--- src/rtl/adc_sample_averager.sv ---
// Windowed averager for the serial ADC capture stage: validates 16-bit frames and
// accumulates 2^LOG2N good samples. It then offers {average, peak} on a valid/ready port.
module adc_sample_averager #(
  parameter int LOG2N = 3
) (
  input  logic              clk,
  input  logic              rst,
  input  logic              listo,
  input  logic [3:0]        zeros,
  input  logic [11:0]       dato,
  input  logic              clr,
  input  logic              out_ready,
  output logic              out_valid,
  output logic [11:0]       out_avg,
  output logic [11:0]       out_max,
  output logic [LOG2N:0]    cnt,
  output logic              frame_err,
  output logic              overrun
);

  localparam int N     = 1 << LOG2N;
  localparam int ACC_W = 12 + LOG2N;

  logic [ACC_W-1:0] acc;
  logic [11:0]      run_max;

  logic             good;
  logic             bad;
  logic             done;
  logic             take;
  logic [ACC_W-1:0] sum_next;
  logic [11:0]      max_next;
  logic [11:0]      avg_next;

  // NOTE: combinational helpers use blocking '=' in always_comb with every output
  // assigned first, so no latch can be inferred.
  always_comb begin
    good     = listo && (zeros == 4'b0000);
    bad      = listo && (zeros != 4'b0000);
    done     = good && (cnt == (LOG2N+1)'(N - 1));
    take     = out_valid && out_ready;
    sum_next = acc + ACC_W'(dato);
    max_next = ((cnt == '0) || (dato > run_max)) ? dato : run_max;
    // The window sum is shifted right by LOG2N. That keeps its top 12 bits.
    avg_next = sum_next[ACC_W-1:LOG2N];
  end

  // NOTE: all state uses non-blocking '<=' so every register samples pre-edge values.
  always_ff @(posedge clk or posedge rst) begin
    if (rst) begin
      acc       <= '0;
      run_max   <= '0;
      cnt       <= '0;
      out_valid <= 1'b0;
      out_avg   <= '0;
      out_max   <= '0;
      frame_err <= 1'b0;
      overrun   <= 1'b0;
    end else if (clr) begin
      // clr takes priority over a sample or an accept in the same cycle.
      acc       <= '0;
      run_max   <= '0;
      cnt       <= '0;
      out_valid <= 1'b0;
      out_avg   <= '0;
      out_max   <= '0;
      frame_err <= 1'b0;
      overrun   <= 1'b0;
    end else begin
      if (bad) begin
        frame_err <= 1'b1;
      end

      if (done) begin
        acc     <= '0;
        run_max <= '0;
        cnt     <= '0;
      end else if (good) begin
        acc     <= sum_next;
        run_max <= max_next;
        cnt     <= cnt + 1'b1;
      end

      if (done) begin
        if (!out_valid || take) begin
          out_valid <= 1'b1;
          out_avg   <= avg_next;
          out_max   <= max_next;
        end else begin
          // The held result is not accepted, so the new one is dropped.
          overrun <= 1'b1;
        end
      end else if (take) begin
        out_valid <= 1'b0;
      end
    end
  end

endmodule

--- config.mk ---
export PLATFORM = sky130hd
export DESIGN_NAME = adc_sample_averager
export DESIGN_NICKNAME = d
export VERILOG_FILES = /design/src/rtl/adc_sample_averager.sv
export SDC_FILE = /design/constraint.sdc
export NUM_CORES = 1
export LEC_CHECK = 0
export CAP_MARGIN = 20
export CORE_ASPECT_RATIO = 1.2
export CORE_MARGIN = 2
export CORE_UTILIZATION = 54
export DETAILED_ROUTE_END_ITERATION = 8
export PLACE_DENSITY_LB_ADDON = 0.1
export SETUP_SLACK_MARGIN = 0.5
export SLEW_MARGIN = 20
export SYNTH_ARGS = -nofsm -noshare
export SYNTH_HDL_FRONTEND = slang
export SYNTH_SLANG_ARGS = --single-unit
--- constraint.sdc ---
create_clock -name clk -period 3.02 [get_ports clk]
set_input_delay 0.604 -clock clk [delete_from_list [all_inputs] [get_ports clk]]
set_output_delay 0.604 -clock clk [all_outputs]
set_load 0.02 [all_outputs]
### Word level (Yosys, flattened, before mapping)

Index checks and enable logic that the tools add are counted.

* divide/modulo/power cells: 0
* $mul: 0
* add/subtract/negate cells: 2
* bitwise operators: 0
* $lt $le $gt $ge: 1
* eq/ne operators: 3
* reductions and logical operators: 18
* muxes and demuxes: 25
* shifts and indexed selects: 0

Operators with widths (number)
* $mux 12: 10
* $mux 15: 3
* $add 15x12->15: 1
* $gt 12x12->1: 1
* $mux 4: 3
* $mux 1: 9
* $logic_not 4->1: 2
* $reduce_and 2->1: 3
* $reduce_bool 2->1: 3
* $reduce_bool 3->1: 2
* $add 4x1->4 const B: 1
* $eq 4x3->1 const B: 1
* $logic_and 1x1->1: 4
* $reduce_bool 4->1: 1
* $ne 3x2->1 const B: 1
* $logic_or 1x1->1: 2
* $ne 2x2->1 const B: 1
* $logic_not 1->1: 1

* output and inout bits: 31
* memories kept: 0
* RAM bits: 0
* memory bits (read-only): 0
* bits in latches: 0
* register bits after elaboration: 58

### Depth between registers and ports, before layout

* depth in word-level cells: 6
* gate-level depth with buffers: 10
* depth with buffers taken out: 8

### Least setup slack after synthesis

OpenSTA, ideal clock, no wires.

* path type: in2reg
* from: in dato[0]
* to: reg out_avg[11]
* library setup time: 121 ps
* path slack: 539 ps
* data required time: 2899 ps
* cell stages on the path: 8
* arrival time: 2361 ps
* buffers on the path: 0
* cells stage by stage: ha_1 > fa_1 > a21o_1 > a221oi_2 > o311a_1 > nand3b_1 > xnor2_1 > a22o_1

* cells in the longest elaborated chain, start to end: 4

Ends and longest elaborated chain
* from (decl): RTL line 10 `input logic [11:0] dato,`
* $add 15x12->15: RTL line 42 `sum_next = acc + ACC_W'(dato);`
* $mux 12: RTL line 85 `if (!out_valid || take) begin`
* $mux 12: RTL line 84 `if (done) begin`
* $mux 12: RTL line 59 `end else if (clr) begin`
* to (signal assigned): RTL line 87 `out_avg <= avg_next;`
* to (decl): RTL line 14 `output logic [11:0] out_avg,`

No other way between the ends. The select of a mux whose other input is x is not followed.
A chain may end at the register's enable or synchronous reset.

### Final worst setup path

* from: in dato[2]
* to: reg out_avg[10]

The elaborated chain is that of the path after synthesis.

==> flow_metrics.tcl <==
set metrics [dict create \
    die_w_um 74.3 \
    hold_viol_final 0 \
    die_area_um2 6560 \
    layout_common_cells "58 x dfrtp_1, 44 x nand2_1, 40 x clkdlybuf4s50_1, 28 x buf_4, 22 x a22o_1" \
    htreeDepth 3 \
    post_drt_via_cell_ratio 5.91 \
    dpl_worst_slack_ns -0.00556 \
    cts_max_path_buffers 2 \
    overflow 0 \
    cp.required_ns 3.25 \
    post-route-period-util_pct 81.1 \
    seqPwrFrac_pct 47.2 \
    drc 0 \
    internal_power_mw 1.23 \
    relSlewSlack_pct 56.4 \
    ys_types 46 \
    dp.cells 454 \
    synth_top_area_share_pct 45.4 \
    synthesis.nets 357 \
    critical_path_class "in -> reg" \
    slew_viol_final 0 \
    final_common_cell "dfrtp_1" \
    power_density_nw_per_um2 384 \
    final_area_um2 4340 \
    routedWlPerCell_um 17.8 \
    async_flop_share_pct 100 \
    first_pass_iters 4 \
    num_vias 2797 \
    drv_cap 0 \
    ctsHoldBuffers 0 \
    pwr-share-comb_pct 11.9 \
    numCtsBuffers 9 \
    die_h_um 88.3 \
    yosysTopAreaCell "dfrtp_1" \
    grt_pass1_vias 2819 \
    final-setup-viol-count 0 \
    swShare_pct 26.1 \
    cts_tree "done" \
    synth-main-ff-cell "dfrtp_1" \
    area_delta_synth_final_pct 35.8 \
    nets 436 \
    hold_slack_ns 0.495 \
    synth_area_um2 3200 \
    cp-end-kind "register" \
    yosysSeqAreaShare_pct 45.4 \
    rows 30 \
    place_area_um2 3980 \
    drtAntennaViolNets 0 \
    synth_edf_count 0 \
    fmax_mhz 408 \
    syn_inst 309 \
    clkPwrFrac_pct 40.9 \
    cp_max_fo 4 \
    dp_hpwl_mm 5.74 \
    cts.sinks 58 \
    final_cell_count_no_fill 473 \
    yosys_warnings 0 \
    n_antenna_cell 0 \
    p_total_mw 1.67 \
    min_period_ns 2.45 \
    status "finished clean" \
    antenna_found_initial 0 \
    clk_latency_ns 0.34 \
    track_usage_pct 27.9 \
    clockRootBuffer "clkbuf_8" \
    setup_ws_ns 0.570 \
    core-area_um2 5710 \
    syn_avg_cell_area_um2 10.3 \
    finalClockSkew_ns 0.00583 \
    gp_congestion 0.939 \
    crit_arrival_ns 2.68 \
    grt_pass1_wl_mm 13.7 \
    tightestPinTransition_ns 0.653 \
    drt-total-wl_mm 8.40 \
    hp-class "reg -> reg" \
    power.leakage_nw 1.96 \
    initial_core_util_pct 56.1 \
    peakVddDrop_uv 334 \
    ys_ff_latch 58 \
    synthTopCellsByArea "dfrtp_1 45%, ha_1 10%, a22o_1 6.0%" \
    grt_max_degree 31 \
    pin_count 52 \
    startpoint_type "input port" \
    rsz0062_at_grt "no" \
    switchingPower_uw 436 \
    layout-drive-gt1-share_pct 18.1 \
    io_buffer_count 51 \
    drt_iter0_drc 191 \
    path_clk_slew_ns 0.07 \
]
-- cell families after synthesis --
kind of cell    count (synthesis)  share of synthesized area (%)
compound gates                 97                           23.5
xor+xnor                       14                           3.83
fa+ha+maj                      27                           10.8
buf+inv                        33                           4.42
flops                          58                           45.4
simple gates                   80                           12.1
-- power by group through the flow --
| stage | combinational (mW) | clock, mW | sequential (mW) |
|---|---|---|---|
| after CTS | 0.192 | 0.685 | 0.788 |
| after global placement | 0.180 | 0 | 0.802 |
| after detailed placement | 0.183 | 0 | 0.803 |
| after global routing | 0.217 | 0.726 | 0.789 |
| final | 0.198 | 0.683 | 0.789 |
| after floorplan | 0.0931 | 0 | 0.805 |
-- timing repair --
action,CTS,global route
setup endpoints to repair,38,38
pin swaps,16,4
gates resized for setup,22,10
cloned,1,0
hold endpoints to repair,0,0
buffers inserted,1,1
-- registers in the layout, indices dropped and copies added (netlist names) --
register   cells
out_max       12
out_avg       12
acc           15
overrun        1
run_max       12
out_valid      1
frame_err      1
cnt            4
-- layout make-up --
type / count / area [um^2]
inverter: 18 / 67.6
multi-input combinational: 218 / 1740
clock buffer: 12 / 165
tap: 80 / 100
clock inverter: 4 / 25.0
fill: 399 / 1360
timing repair buffer: 83 / 797
sequential: 58 / 1450
-- metrics by stage --
| stage | utilization, % | setup TNS [ns] |
|---|---|---|
| 2_1_floorplan | - | 0 |
| 3_3_place_gp | 69.8 | 0 |
| 3_5_place_dp | 69.8 | -0.00556 |
| 4_1_cts | 75.0 | 0 |
| 5_1_grt | 76.1 | 0 |
| 6_report | 76.1 | 0 |
-- per-layer routing --
layer	vias up	share of wire (%)	track usage (%)
li1	1300	-	-
met1	1365	44	37.0
met2	104	48	43.4
met3	28	5.1	5.69
met4	0	3.0	14.0
met5	-	0	0
-- worst max-delay path, stage by stage --
cell,delay [ns]
clkdlybuf4s50_1,0.47
ha_4,0.20
a211o_1,0.32
a2111oi_4,0.41
or2_2,0.20
a31oi_4,0.10
xor2_1,0.17
a22o_1,0.20
-- cell usage after synthesis, types with 2 or more instances --
| master | instances |
|---|---|
| dfrtp_1 | 58 |
| nand2_1 | 44 |
| ha_1 | 26 |
| a22o_1 | 22 |
| a21oi_1 | 18 |
| inv_1 | 18 |
| clkbuf_1 | 11 |
| o221ai_1 | 11 |
| o2bb2ai_1 | 11 |
| xnor2_1 | 10 |
| o21ai_0 | 9 |
| nor2_1 | 8 |
| a31oi_1 | 7 |
| a21o_1 | 4 |
| nand2b_1 | 4 |
| nand4_1 | 4 |
| or3_1 | 4 |
| xor2_1 | 4 |
| nand3_1 | 3 |
| nor2b_1 | 3 |
| buf_2 | 2 |
| buf_6 | 2 |
| nor3_2 | 2 |
| o22a_1 | 2 |
-- worst paths after layout --
check | startpoint | endpoint | slack, ns | cells past startpoint
worst max-delay path | dato[2] | out_avg[10] | 0.57 | 8
worst min-delay path | run_max[8] | run_max[8] | 0.49 | 1
worst max register to register | run_max[10] | run_max[11] | 0.69 | 9
worst min register to register | run_max[8] | run_max[8] | 0.49 | 1
max in group asynchronous | rst | out_avg[10] | 1.76 | 3
min in group asynchronous | rst | out_max[2] | 0.67 | 2
Note: power is estimated with default switching activity, not from simulation.
